**src/rtl/jogo_memoria_pkg.sv**
```systemverilog
// Shared types for the parametrised memory game.
// State codes double as the db_estado debug value.
package jogo_memoria_pkg;

   localparam int ESTADO_W = 4;

   typedef enum logic [ESTADO_W-1:0] {
      INICIAL      = 4'd0,
      PREPARA      = 4'd1,
`ifdef JOGO_MOSTRA_EN
      MOSTRA       = 4'd2,
`endif
      ESPERA_REP   = 4'd3,
      COMPARA      = 4'd4,
      ESPERA_GRAVA = 4'd5,
      GRAVA        = 4'd6,
      PROX_RODADA  = 4'd7,
      GANHOU       = 4'd8,
      PERDEU       = 4'd9
   } estado_t;

endpackage

```
**src/rtl/jogo_memoria_if.sv**
```systemverilog
// Button/LED/debug bundle between the board logic and the game core.
// master = board side, slave = game core.
interface jogo_memoria_if #(
   parameter int NUM_BOTOES = 4,
   parameter int PROF_MAX   = 16
);
   import jogo_memoria_pkg::*;

   logic                    iniciar;
   logic                    nivel;
   logic [NUM_BOTOES-1:0]   botoes;
   logic [NUM_BOTOES-1:0]   leds;
   logic                    ganhou;
   logic                    perdeu;
   logic                    pronto;
   logic                    db_timeout;
   logic [$clog2(PROF_MAX):0] db_rodada;
   logic [ESTADO_W-1:0]     db_estado;

   modport master (
      output iniciar, nivel, botoes,
      input  leds, ganhou, perdeu, pronto,
      input  db_timeout, db_rodada, db_estado
   );

   modport slave (
      input  iniciar, nivel, botoes,
      output leds, ganhou, perdeu, pronto,
      output db_timeout, db_rodada, db_estado
   );

endinterface

```
**src/rtl/jogo_memoria_ram.sv**
```systemverilog
// Move storage: synchronous write, asynchronous read.
// Contents are deliberately not reset.
module jogo_memoria_ram #(
   parameter int NUM_BOTOES = 4,
   parameter int PROF_MAX   = 16,
   localparam int AW        = $clog2(PROF_MAX)
) (
   input  logic                  clock,
   input  logic                  we,
   input  logic [AW-1:0]         waddr,
   input  logic [NUM_BOTOES-1:0] wdata,
   input  logic [AW-1:0]         raddr,
   output logic [NUM_BOTOES-1:0] rdata
);

   logic [NUM_BOTOES-1:0] mem [PROF_MAX];

   always_ff @(posedge clock) begin
      if (we) mem[waddr] <= wdata;
   end

   assign rdata = mem[raddr];

endmodule

```
**src/rtl/jogo_memoria_param.sv**
```systemverilog
// Memory-game core: FSM, press detector, timeout and round counters.
// Define JOGO_MOSTRA_EN to enable LED playback of the stored sequence.
module jogo_memoria_param
   import jogo_memoria_pkg::*;
#(
   parameter int NUM_BOTOES     = 4,
   parameter int PROF_MAX       = 16,
   parameter int TIMEOUT_CICLOS = 5000,
   parameter int MOSTRA_CICLOS  = 500
) (
   input  logic clock,
   input  logic reset,
   jogo_memoria_if.slave io
);

   localparam int AW = $clog2(PROF_MAX);
   localparam int RW = AW + 1;
   localparam int TW = $clog2(TIMEOUT_CICLOS + 1);
   localparam int NB = NUM_BOTOES;

   if (NUM_BOTOES < 2 || PROF_MAX < 2 || MOSTRA_CICLOS < 1 ||
       (PROF_MAX & (PROF_MAX - 1)) != 0) begin : g_param_err
      $error("jogo_memoria_param: invalid parameters");
   end

   estado_t       estado, prox;
   logic [NB-1:0] botoes_q, jogada, rdata;
   logic [RW-1:0] rodada, tam;
   logic [AW-1:0] addr;
   logic [TW-1:0] tcnt;
   logic          timeout_q, ativo;
   logic          press, valido, jogada_ok;
   logic          espera, expirou, ultimo;

   assign press     = (io.botoes != '0) && (botoes_q == '0);
   assign valido    = (io.botoes != '0) &&
                      ((io.botoes & (io.botoes - NB'(1))) == '0);
   assign jogada_ok = (jogada != '0) &&
                      ((jogada & (jogada - NB'(1))) == '0);
   assign espera    = (estado == ESPERA_REP) || (estado == ESPERA_GRAVA);
   assign expirou   = tcnt == TW'(TIMEOUT_CICLOS);
   assign ultimo    = {1'b0, addr} == (rodada - RW'(1));

`ifdef JOGO_MOSTRA_EN
   localparam int MW = $clog2(2 * MOSTRA_CICLOS);
   logic [MW-1:0] mcnt;
   logic          fim_entrada, aceso;

   assign fim_entrada = mcnt == MW'(2 * MOSTRA_CICLOS - 1);
   assign aceso       = mcnt < MW'(MOSTRA_CICLOS);

   always_ff @(posedge clock or negedge reset) begin
      if (!reset)
         mcnt <= '0;
      else if (estado == MOSTRA && !fim_entrada)
         mcnt <= mcnt + 1'b1;
      else
         mcnt <= '0;
   end
`endif

   jogo_memoria_ram #(
      .NUM_BOTOES(NB),
      .PROF_MAX  (PROF_MAX)
   ) u_ram (
      .clock(clock),
      .we   (estado == GRAVA),
      .waddr(rodada[AW-1:0]),
      .wdata(jogada),
      .raddr(addr),
      .rdata(rdata)
   );

   always_comb begin
      prox = estado;
      unique case (estado)
         INICIAL:      if (io.iniciar) prox = PREPARA;
         PREPARA:      prox = ESPERA_GRAVA;
`ifdef JOGO_MOSTRA_EN
         MOSTRA:       if (fim_entrada && ultimo) prox = ESPERA_REP;
`endif
         ESPERA_REP: begin
            if (press)        prox = COMPARA;
            else if (expirou) prox = PERDEU;
         end
         COMPARA: begin
            if (!jogada_ok || jogada != rdata) prox = PERDEU;
            else if (ultimo)
               prox = (rodada == tam) ? GANHOU : ESPERA_GRAVA;
            else                               prox = ESPERA_REP;
         end
         ESPERA_GRAVA: begin
            if (press && valido) prox = GRAVA;
            else if (expirou)    prox = PERDEU;
         end
         GRAVA:        prox = PROX_RODADA;
`ifdef JOGO_MOSTRA_EN
         PROX_RODADA:  prox = MOSTRA;
`else
         PROX_RODADA:  prox = ESPERA_REP;
`endif
         GANHOU, PERDEU: if (io.iniciar) prox = PREPARA;
         default:      prox = INICIAL;
      endcase
   end

   always_ff @(posedge clock or negedge reset) begin
      if (!reset) begin
         estado    <= INICIAL;
         botoes_q  <= '0;
         jogada    <= '0;
         rodada    <= '0;
         tam       <= '0;
         addr      <= '0;
         tcnt      <= '0;
         timeout_q <= 1'b0;
         ativo     <= 1'b0;
      end else begin
         estado   <= prox;
         botoes_q <= io.botoes;
         ativo    <= 1'b1;
         // the counter only survives while staying in a wait state
         tcnt     <= (espera && prox == estado) ? tcnt + 1'b1 : '0;
         if (espera && prox == PERDEU) timeout_q <= 1'b1;
         unique case (estado)
            PREPARA: begin
               rodada    <= '0;
               addr      <= '0;
               timeout_q <= 1'b0;
               tam       <= io.nivel ? RW'(PROF_MAX) : RW'(PROF_MAX / 2);
            end
`ifdef JOGO_MOSTRA_EN
            MOSTRA: begin
               if (fim_entrada) addr <= ultimo ? '0 : addr + 1'b1;
            end
`endif
            ESPERA_REP: begin
               if (press) jogada <= io.botoes;
            end
            ESPERA_GRAVA: begin
               if (press && valido) jogada <= io.botoes;
            end
            COMPARA: begin
               if (prox == ESPERA_REP) addr <= addr + 1'b1;
            end
            PROX_RODADA: begin
               rodada <= rodada + 1'b1;
               addr   <= '0;
            end
            default: ;
         endcase
      end
   end

   always_comb begin
      io.leds = ativo ? io.botoes : '0;
`ifdef JOGO_MOSTRA_EN
      if (estado == MOSTRA) io.leds = aceso ? rdata : '0;
`endif
   end

   assign io.ganhou     = estado == GANHOU;
   assign io.perdeu     = estado == PERDEU;
   assign io.pronto     = (estado == GANHOU) || (estado == PERDEU);
   assign io.db_timeout = timeout_q;
   assign io.db_rodada  = rodada;
   assign io.db_estado  = estado;

endmodule

```
**src/flat_wrapper.sv**
```systemverilog
// flat-port wrapper written by rule: the top's interface ports become plain ports
module jogo_memoria_param_flat import jogo_memoria_pkg::*;
#(
   parameter int NUM_BOTOES     = 4,
   parameter int PROF_MAX       = 16,
   parameter int TIMEOUT_CICLOS = 5000,
   parameter int MOSTRA_CICLOS  = 500
)
  (clock, reset, io_iniciar, io_nivel, io_botoes, io_leds, io_ganhou, io_perdeu, io_pronto, io_db_timeout, io_db_rodada, io_db_estado);
  jogo_memoria_if #(.NUM_BOTOES(NUM_BOTOES), .PROF_MAX(PROF_MAX)) io_i ();
  input  logic clock;
  input  logic reset;
  input wire logic [$bits(io_i.iniciar)-1:0] io_iniciar;
  input wire logic [$bits(io_i.nivel)-1:0] io_nivel;
  input wire logic [$bits(io_i.botoes)-1:0] io_botoes;
  output wire logic [$bits(io_i.leds)-1:0] io_leds;
  output wire logic [$bits(io_i.ganhou)-1:0] io_ganhou;
  output wire logic [$bits(io_i.perdeu)-1:0] io_perdeu;
  output wire logic [$bits(io_i.pronto)-1:0] io_pronto;
  output wire logic [$bits(io_i.db_timeout)-1:0] io_db_timeout;
  output wire logic [$bits(io_i.db_rodada)-1:0] io_db_rodada;
  output wire logic [$bits(io_i.db_estado)-1:0] io_db_estado;
  assign io_i.iniciar = io_iniciar;
  assign io_i.nivel = io_nivel;
  assign io_i.botoes = io_botoes;
  assign io_leds = io_i.leds;
  assign io_ganhou = io_i.ganhou;
  assign io_perdeu = io_i.perdeu;
  assign io_pronto = io_i.pronto;
  assign io_db_timeout = io_i.db_timeout;
  assign io_db_rodada = io_i.db_rodada;
  assign io_db_estado = io_i.db_estado;
  jogo_memoria_param #(.NUM_BOTOES(NUM_BOTOES), .PROF_MAX(PROF_MAX), .TIMEOUT_CICLOS(TIMEOUT_CICLOS), .MOSTRA_CICLOS(MOSTRA_CICLOS)) u_core (.clock(clock), .reset(reset), .io(io_i));
endmodule
```
**config.mk**
```make
export PLATFORM = sky130hd
export DESIGN_NAME = jogo_memoria_param_flat
export DESIGN_NICKNAME = d
export VERILOG_FILES = /design/src/rtl/jogo_memoria_pkg.sv /design/src/rtl/jogo_memoria_if.sv /design/src/rtl/jogo_memoria_ram.sv /design/src/rtl/jogo_memoria_param.sv /design/src/flat_wrapper.sv
export SDC_FILE = /design/constraint.sdc
export NUM_CORES = 1
export LEC_CHECK = 0
export ABC_AREA = 1
export BUFFER_PORTS_ARGS = -buffer_cell sky130_fd_sc_hd__buf_2
export CAP_MARGIN = 25
export CORE_UTILIZATION = 58
export DETAILED_ROUTE_END_ITERATION = 7
export GPL_TIMING_DRIVEN = 0
export PLACE_DENSITY_LB_ADDON = 0.1
export SLEW_MARGIN = 10
export SYNTH_ARGS = -nofsm -noshare
export SYNTH_HDL_FRONTEND = slang
export SYNTH_HIERARCHICAL = 1
export SYNTH_SLANG_ARGS = --single-unit
export TNS_END_PERCENT = 50
```
**constraint.sdc**
```tcl
create_clock -name clock -period 2.7 [get_ports clock]
set_input_delay 0 -clock clock [delete_from_list [all_inputs] [get_ports clock]]
set_output_delay 0 -clock clock [all_outputs]
set_load 0.01 [all_outputs]
```
==> impl_results.md, run 1 <==
* Die height at 96.2 µm
* Final setup viols at 0
* Io pins at 25
* Worst Path Required at 3010 ps
* Starting Density at 0.596
* TritonRoute pass-1 iters at 5
* Final max-slew violation count at 0
* Yosys reg bits at 102
* Pwr Density at 644 mW/mm²
* Seq/Total Area, Yosys at 0.558
* Critical path class: reg -> reg
* Switching portion of total power at 0.328
* Lkg Pwr at around 2.6 nW
* Average routed wire per standard cell at 14.9 µm
* Avg Inst Size Synth at 8.80 µm²
* Worst slew pin tran at 873 ps
* Nets at 649
* Critical path arrival at 2870 ps
* Detailed placement HPWL at ~7.6 mm
* Initial DRC Count at 200
* R2R Setup Slk at around 140 ps
* CTS tree: yes
* Crit path max-delay cell type: dfrtp_2
* Via density at 5.25
* Final count of hold timing violations at 0
* HP Class: in -> async
* Post-synth cell types at 36
* Initial antenna violation count at 0
* Total GRT Usage at 0.255
* Combinational power share at 0.203
* DRC Markers at 0
* CP Capture Type: flip-flop
* Fmax at between 300 and 400 MHz
* CTS max path bufs at 2
* Clock Skew at 14.5 ps
* Final Worst Setup Slack at around 140 ps
* Wirelength, routed at ~11 mm
* Vias in the first global route at 3560
* Core area at 0.00864 mm²
* Die extent in x at 96.2 µm
* Global placement routability congestion at 0.952
* Status: finished clean
* Total power at between 3 and 4 mW
* Largest net degree at the start of global routing at 39
* Mapped Nets at 598
* Reg power frac at 0.551
* First-pass GRT wire length at approximately 17 mm
* Peak supply drop at 0.498 mV
* H-tree level count at 3
* DRT antenna net count at 0
* Clock share of power at 0.245
* # clock sinks at 102
* DP Worst Slack at 98.6 ps
* Slowest stage delay, CP at 440 ps
* Rows at 34
* Clock transition at path regs at 110 ps
* Worst Path Max Fanout at 10
* Max cap viols at 0
* Clk root buf: clkbuf_8
* Min cycle time layout at 2560 ps
* Switching power at ~1.2 mW
* Most Frequent Cell on Critical Path: nand3_1
* Slew headroom at 0.418
* Layout cells sized above 1 at 0.181
* Synth-to-Final Area Change at 14.3%
* Cts bufs inserted at 9
* Yosys warning count at 6
* Sum Neg Setup Slack at 0 ps
* Diode count at 0
* Tcrit/Tclk final at 0.949
* Filler cell count at 700
* Most common cell after layout, fill and taps aside: nand2_1
* Pint at 2.55 mW
* Syn Inst Count at 585
* Total Die Area at 0.00926 mm²
* Startpoint Class: flip-flop
* Via count at between 3000 and 4000
* Mapped cell area at 0.00515 mm²
* Grt total ovfl at 0
* Commonest cells after routing, fill and taps aside: nand2_1, inv_1, nand3_1, edfxtp_1, nor2_1
* Cell breakdown of the critical path: buf_6 -> inv_6 -> buf_4 -> nand3_1 -> nand3_1 -> nand3_1 -> nand2_2 -> inv_1 -> nand2_1 -> nand2_1 -> a21oi_2 -> nand3_2 -> nor2_4 -> nand2_4 -> buf_8 -> nand3_1 -> nand3_4 -> clkbuf_16 -> nor2_2
* Worst-Skew Late Latency at around 360 ps
* I/O Buffers at 24
metal layers:
metal  global-route usage  part of all wire  vias to the layer above
met1                0.335              0.42                     1831
met3               0.0482             0.054                       19
met5                    0                 0                        -
li1                     -                 -                     1959
met4               0.0970             0.023                        0
met2                0.419              0.50                      121
cell families after synthesis:
kind of cell,synth area share
simple gates,0.274
buf+inv,0.0989
flops,0.558
compound gates,0.0350
xor+xnor,0.0187
fa+ha+maj,0.0122
other cells,0.000729
mux,0.00219
repair_timing:
action | CTS | global route
gates resized for setup | 0 | 32
endpoints found under the setup margin | 0 | 13
hold endpoints to repair | 49 | 0
hold buffers | 7 | 0
setup buffers | 0 | 7
path summary, 6_finish.rpt:
check / to / depth (start not counted) / start
setup / recovery: u_core/tcnt[11] / 19 / u_core/addr[1]
hold / removal: u_core/tcnt[8] / 2 / reset
setup reg to reg: u_core/tcnt[11] / 19 / u_core/addr[1]
hold reg to reg: u_core/tcnt[0] / 1 / u_core/tcnt[0]
max in group asynchronous: u_core/addr[0] / 2 / reset
min in group clock: u_core/botoes_q[0] / 2 / io_botoes[0]
power groups by stage:
stage | combinational [mW] | clock, mW | sequential, mW
CTS | 0.647 | 0.947 | 2.09
global route | 0.849 | 1.01 | 2.12
global placement | 0.619 | 0 | 2.11
floorplan | 0.458 | 0 | 2.04
finish | 0.771 | 0.930 | 2.09
detailed placement | 0.637 | 0 | 2.13
area by class of cell:
type	instances	area, µm²	area share
Clock buffer	10	138	0.0234
Sequential cell	102	2880	0.489
Clock inverter	6	52.6	0.00893
Timing Repair Buffer	41	317	0.0538
Inverter	101	397	0.0674
Tap cell	108	135	0.0230
Multi-Input combinational cell	369	1840	0.312
Buffer	12	136	0.0232
state kept, by name (all words and copies together) (netlist names):
signal                cells
u_core/io.db_timeout      1
u_core/tam                2
u_core/io.db_rodada       5
u_core/io.db_estado       4
u_core/u_ram/mem         64
u_core/botoes_q           4
u_core/addr               4
u_core/ativo              1
u_core/jogada             4
u_core/tcnt              13
cells in the mapped netlist (all sizes together):
master / n / share of area
conb: 1 / 0.00073
o21bai: 2 / 0.0029
dfrtp: 38 / 0.18
nor3: 7 / 0.0078
ha: 5 / 0.012
edfxtp: 64 / 0.37
o21a: 1 / 0.0015
xor2: 6 / 0.010
nand2: 169 / 0.13
o21ai: 15 / 0.015
nand3: 75 / 0.078
o211ai: 1 / 0.0015
xnor2: 5 / 0.0085
o2111ai: 1 / 0.0017
o22ai: 3 / 0.0036
mux2: 1 / 0.0022
a21oi: 7 / 0.0075
inv: 101 / 0.075
buf: 13 / 0.024
nor2: 65 / 0.057
nand4: 2 / 0.0024
o32ai: 1 / 0.0017
nand3b: 2 / 0.0029
critical path, delay by kind of cell, from the launching register on:
kind                   cells  cell delay [ps]
DFF                        1              440
and+or+nand+nor           12             1220
AOI/OAI and AO/OA          1              120
buffers and inverters      6              740
metrics by stage:
| step | instances | area, µm² | hold WS (ps) | util |
|---|---|---|---|---|
| after floorplan | 585 | 5150 | -296 | - |
| after global placement | 717 | 5400 | 148 | 0.626 |
| after detailed placement | 717 | 5400 | 168 | 0.626 |
| after CTS | 740 | 5660 | 299 | 0.656 |
| after global routing | 749 | 5890 | 331 | 0.682 |
| final | 749 | 5890 | 278 | 0.682 |
No activity file was read; power rests on OpenSTA's default activity.
==> run 2: changes to the inputs <==
--- a/config.mk
+++ b/config.mk
@@ -5,7 +5,6 @@
 export SDC_FILE = /design/constraint.sdc
 export NUM_CORES = 1
 export LEC_CHECK = 0
-export ABC_AREA = 1
 export BUFFER_PORTS_ARGS = -buffer_cell sky130_fd_sc_hd__buf_2
 export CAP_MARGIN = 25
 export CORE_UTILIZATION = 58
==> impl_results.md, run 2 <==
* Status: complete, but fails checks (was finished clean)
* Failing checks: negative setup slack
* Avg Inst Size Synth at 14.1 µm² (was 8.80 µm²)
* Most frequent cell after synthesis: edfxtp_1 (was nand2_1)
* Delay-heaviest family, CP: compound AO/OA/AOI/OAI gates (was simple AND/OR/NAND/NOR gates)
* Detailed placement HPWL at 6.46 mm (was 7.64 mm)
* Critical path class: reg -> reg (unchanged)
* Starting Density at 0.603 (was 0.596)
* Total power at 3.96 mW (was 3.79 mW)
* Initial DRC Count at 271 (was 200)
* Wirelength, routed at 9.94 mm (was 11.2 mm)
* HP Class: in -> async (unchanged)
* Most common cell after layout, fill and taps aside: edfxtp_1 (was nand2_1)
* Slew headroom at 0.404 (was 0.418)
* Worst slew pin tran at 894 ps (was 873 ps)
* Sum Neg Setup Slack at -2680 ps (was 0 ps)
* Clock Skew at 11.5 ps (was 14.5 ps)
* H-tree level count at 3 (unchanged)
* Final Worst Setup Slack at -188 ps (was 138 ps)
* Syn Inst Count at 354 (was 585)
* Startpoint Class: flip-flop (unchanged)
* Global placement routability congestion at 0.867 (was 0.952)
* Io pins at 25 (unchanged)
* Worst Path Required at 2940 ps (was 3010 ps)
* Fmax at 346 MHz (was 390 MHz)
* Peak supply drop at 0.307 mV (was 0.498 mV)
* DRT antenna net count at 0 (unchanged)
* Nets at 421 (was 649)
* Number of flip-flops in the largest register at 64 (unchanged)
* EDFF count, synth at 64 (unchanged)
* Unrepaired setup endpoints after global routing: true
* Vias in the first global route at 3067 (was 3560)
* Die height at 94.6 µm (was 96.2 µm)
* Xor and xnor fraction of the mapped netlist area at 0.0352 (was 0.0187)
* Via count at 3158 (was 3930)
* Clk root buf: clkbuf_8 (unchanged)
* Layout cells sized above 1 at 0.288 (was 0.181)
* Cts bufs inserted at 9 (unchanged)
* Yosys top cell area share at 0.386 (was 0.373)
* Register name with the most flops: u_core/u_ram/mem (unchanged)
* Main synth FF type: edfxtp_1 (unchanged)
* Most frequent cells after synthesis: edfxtp_1, dfrtp_1, nor2_1 (was nand2_1, inv_1, nand3_1)
* Yosys reg bits at 102 (unchanged)
* Max cap viols at 0 (unchanged)
* CTS max path bufs at 2 (unchanged)
* Average routed wire per standard cell at 19.2 µm (was 14.9 µm)
* Via density at 6.10 (was 5.25)
* Final max-slew violation count at 0 (unchanged)
* DP Area at 0.00523 mm² (was 0.00540 mm²)
* Tcrit/Tclk final at 1.07 (was 0.949)
* Yosys warning count at 6 (unchanged)
* Mapped cell area at 0.00498 mm² (was 0.00515 mm²)
* Post-Synth Simple-Gate Area at 0.137 (was 0.274)
* Cell breakdown of the critical path: buf_8 -> buf_12 -> buf_8 -> mux4_2 -> nand3_2 -> nand3_2 -> nor3b_2 -> a22o_1 -> and3_4 -> a311oi_4 -> buf_6 -> a211oi_2 (was buf_6 -> inv_6 -> buf_4 -> nand3_1 -> nand3_1 -> nand3_1 -> nand2_2 -> inv_1 -> nand2_1 -> nand2_1 -> a21oi_2 -> nand3_2 -> nor2_4 -> nand2_4 -> buf_8 -> nand3_1 -> nand3_4 -> clkbuf_16 -> nor2_2)
* Multiplexer area fraction after synthesis at 0.0943 (was 0.00219)
* Die extent in x at 94.6 µm (was 96.2 µm)
* Lkg Pwr at 2.13 nW (was 2.61 nW)
* Cell area after layout at 0.00566 mm² (was 0.00589 mm²)
* Leading area contributor after synthesis: edfxtp_1 (unchanged)
* CTS tree: yes (unchanged)
* Pwr Density at 700 mW/mm² (was 644 mW/mm²)
* CP Capture Type: flip-flop (unchanged)
* Adder-Cell Fraction of Synth Area at 0.0126 (was 0.0122)
* Slowest stage delay, CP at 530 ps (was 440 ps)
* Min cycle time layout at 2890 ps (was 2560 ps)
* Largest net degree at the start of global routing at 39 (unchanged)
* Worst Path Max Fanout at 7 (was 10)
* Critical path arrival at 3130 ps (was 2870 ps)
* Synth area leaders: edfxtp_1, dfrtp_1, mux4_1, xor2_1, a211oi_2 (was edfxtp_1, dfrtp_1, nand2_1, nand3_1, inv_1)
* # clock sinks at 102 (unchanged)
* Clock transition at path regs at 90 ps (was 110 ps)
* Crit path max-delay cell type: mux4_2 (was dfrtp_2)
* Final count of hold timing violations at 0 (unchanged)
* Synth-to-Final Area Change at 13.8% (was 14.3%)
* Util after Layout at 0.686 (was 0.682)
* Commonest cells after routing, fill and taps aside: edfxtp_1, dfrtp_1, buf_2, nor2_1, nand3_1 (was nand2_1, inv_1, nand3_1, edfxtp_1, nor2_1)
* I/O Buffers at 24 (unchanged)
* Total GRT Usage at 0.243 (was 0.255)
* Post-synthesis compound-gate area fraction at 0.107 (was 0.0350)
* TritonRoute pass-1 iters at 4 (was 5)
* Total Die Area at 0.00895 mm² (was 0.00926 mm²)
* Initial antenna violation count at 0 (unchanged)
* Seq/Total Area, Yosys at 0.577 (was 0.558)
* DP Worst Slack at -627 ps (was 98.6 ps)
* FFs w/ async S/R, synth at 0.373 (unchanged)
* Largest family of logic cells by synthesized area: simple AND/OR/NAND/NOR gates (unchanged)
* DRC Markers at 0 (unchanged)
* Grt total ovfl at 0 (unchanged)
* Diode count at 0 (unchanged)
* Worst path bufs/invs at 4 (was 6)
* Post-synth cell types at 71 (was 36)
* First-pass GRT wire length at 15.9 mm (was 17.2 mm)
* Core area at 0.00826 mm² (was 0.00864 mm²)
* Final setup viols at 17 (was 0)
* Rows at 33 (was 34)
* Worst-Skew Late Latency at 360 ps (about the same)
* Mapped Nets at 367 (was 598)
## run 2: changes by cell type in the layout (fill, tap and decap cells not counted), sizes merged, moves of 4 or more
cell and change:
a211oi +14, a22oi +4, and2 +5, and3 +6, inv -89, mux2 +4, mux4 +16, nand2 -152
nand3 -52, nor2 -41, nor2b +4, o31ai +4, xor2 +10
## run 2: metal layers
metal,vias to the layer above,global-route usage,wire length (µm)
li1,1481,-,-
met1,1582,0.348,4540
met2,83,0.376,4750
met3,12,0.0491,534
met4,0,0.0720,115
met5,-,0,0
## run 2: cell families (layout without fill, tap and decap cells)
family / after synthesis / in the layout
flops: 102 / 102
fa+ha+maj: 5 / 5
xor+xnor: 20 / 20
simple gates: 117 / 117
mux: 21 / 21
compound gates: 62 / 62
buf+inv: 26 / 85
other cells: 1 / 1
## run 2: path summary, 6_finish.rpt
check / startpoint / to / cells after the start / slack (ps)
hold / removal: reset / u_core/addr[3] / 2 / 300
hold reg to reg: u_core/io.db_timeout / u_core/io.db_timeout / 2 / 520
setup reg to reg: u_core/addr[0] / u_core/tcnt[1] / 12 / -190
setup / recovery: u_core/addr[0] / u_core/tcnt[1] / 12 / -190
min in group clock: io_nivel / u_core/tam[3] / 3 / 340
max in group asynchronous: reset / u_core/addr[0] / 2 / 1790
## run 2: area by class of cell
class	count	area, µm²
Multi-Input combinational cell	226	2010
Buffer	13	139
Fill cell	585	2600
Tap cell	105	131
Inverter	13	48.8
Sequential cell	102	2870
Timing Repair Buffer	43	295
Clock inverter	6	38.8
Clock buffer	10	128
## run 2: worst register-to-register path: cells and delay by family, from the launching register on
family                 cells  cell delay (ps)
AO/OA/AOI/OAI              3              740
buffers and inverters      4              570
AND/OR/NAND/NOR            4              540
multiplexers               1              530
flip-flops                 1              390
## run 2: metrics by stage
step                      instances  hold slack [ps]
after floorplan                 354             -296
after global placement          483              164
after detailed placement        483              168
after CTS                       514              315
after global routing            518              364
final                           518              300
## run 2: report_power, final
group | internal (mW) | leakage (nW) | switching (mW)
logic | 0.476 | 0.954 | 0.584
registers | 1.85 | 1.09 | 0.220
clock network | 0.332 | 0.0837 | 0.503
## run 2: repair_timing
item,in CTS,in global routing
endpoints found under the hold margin,49,0
setup buffers,7,4
cloned,1,0
resized for setup,25,7
hold buffers,7,0
endpoints found under the setup margin,20,20
pin swaps,8,9
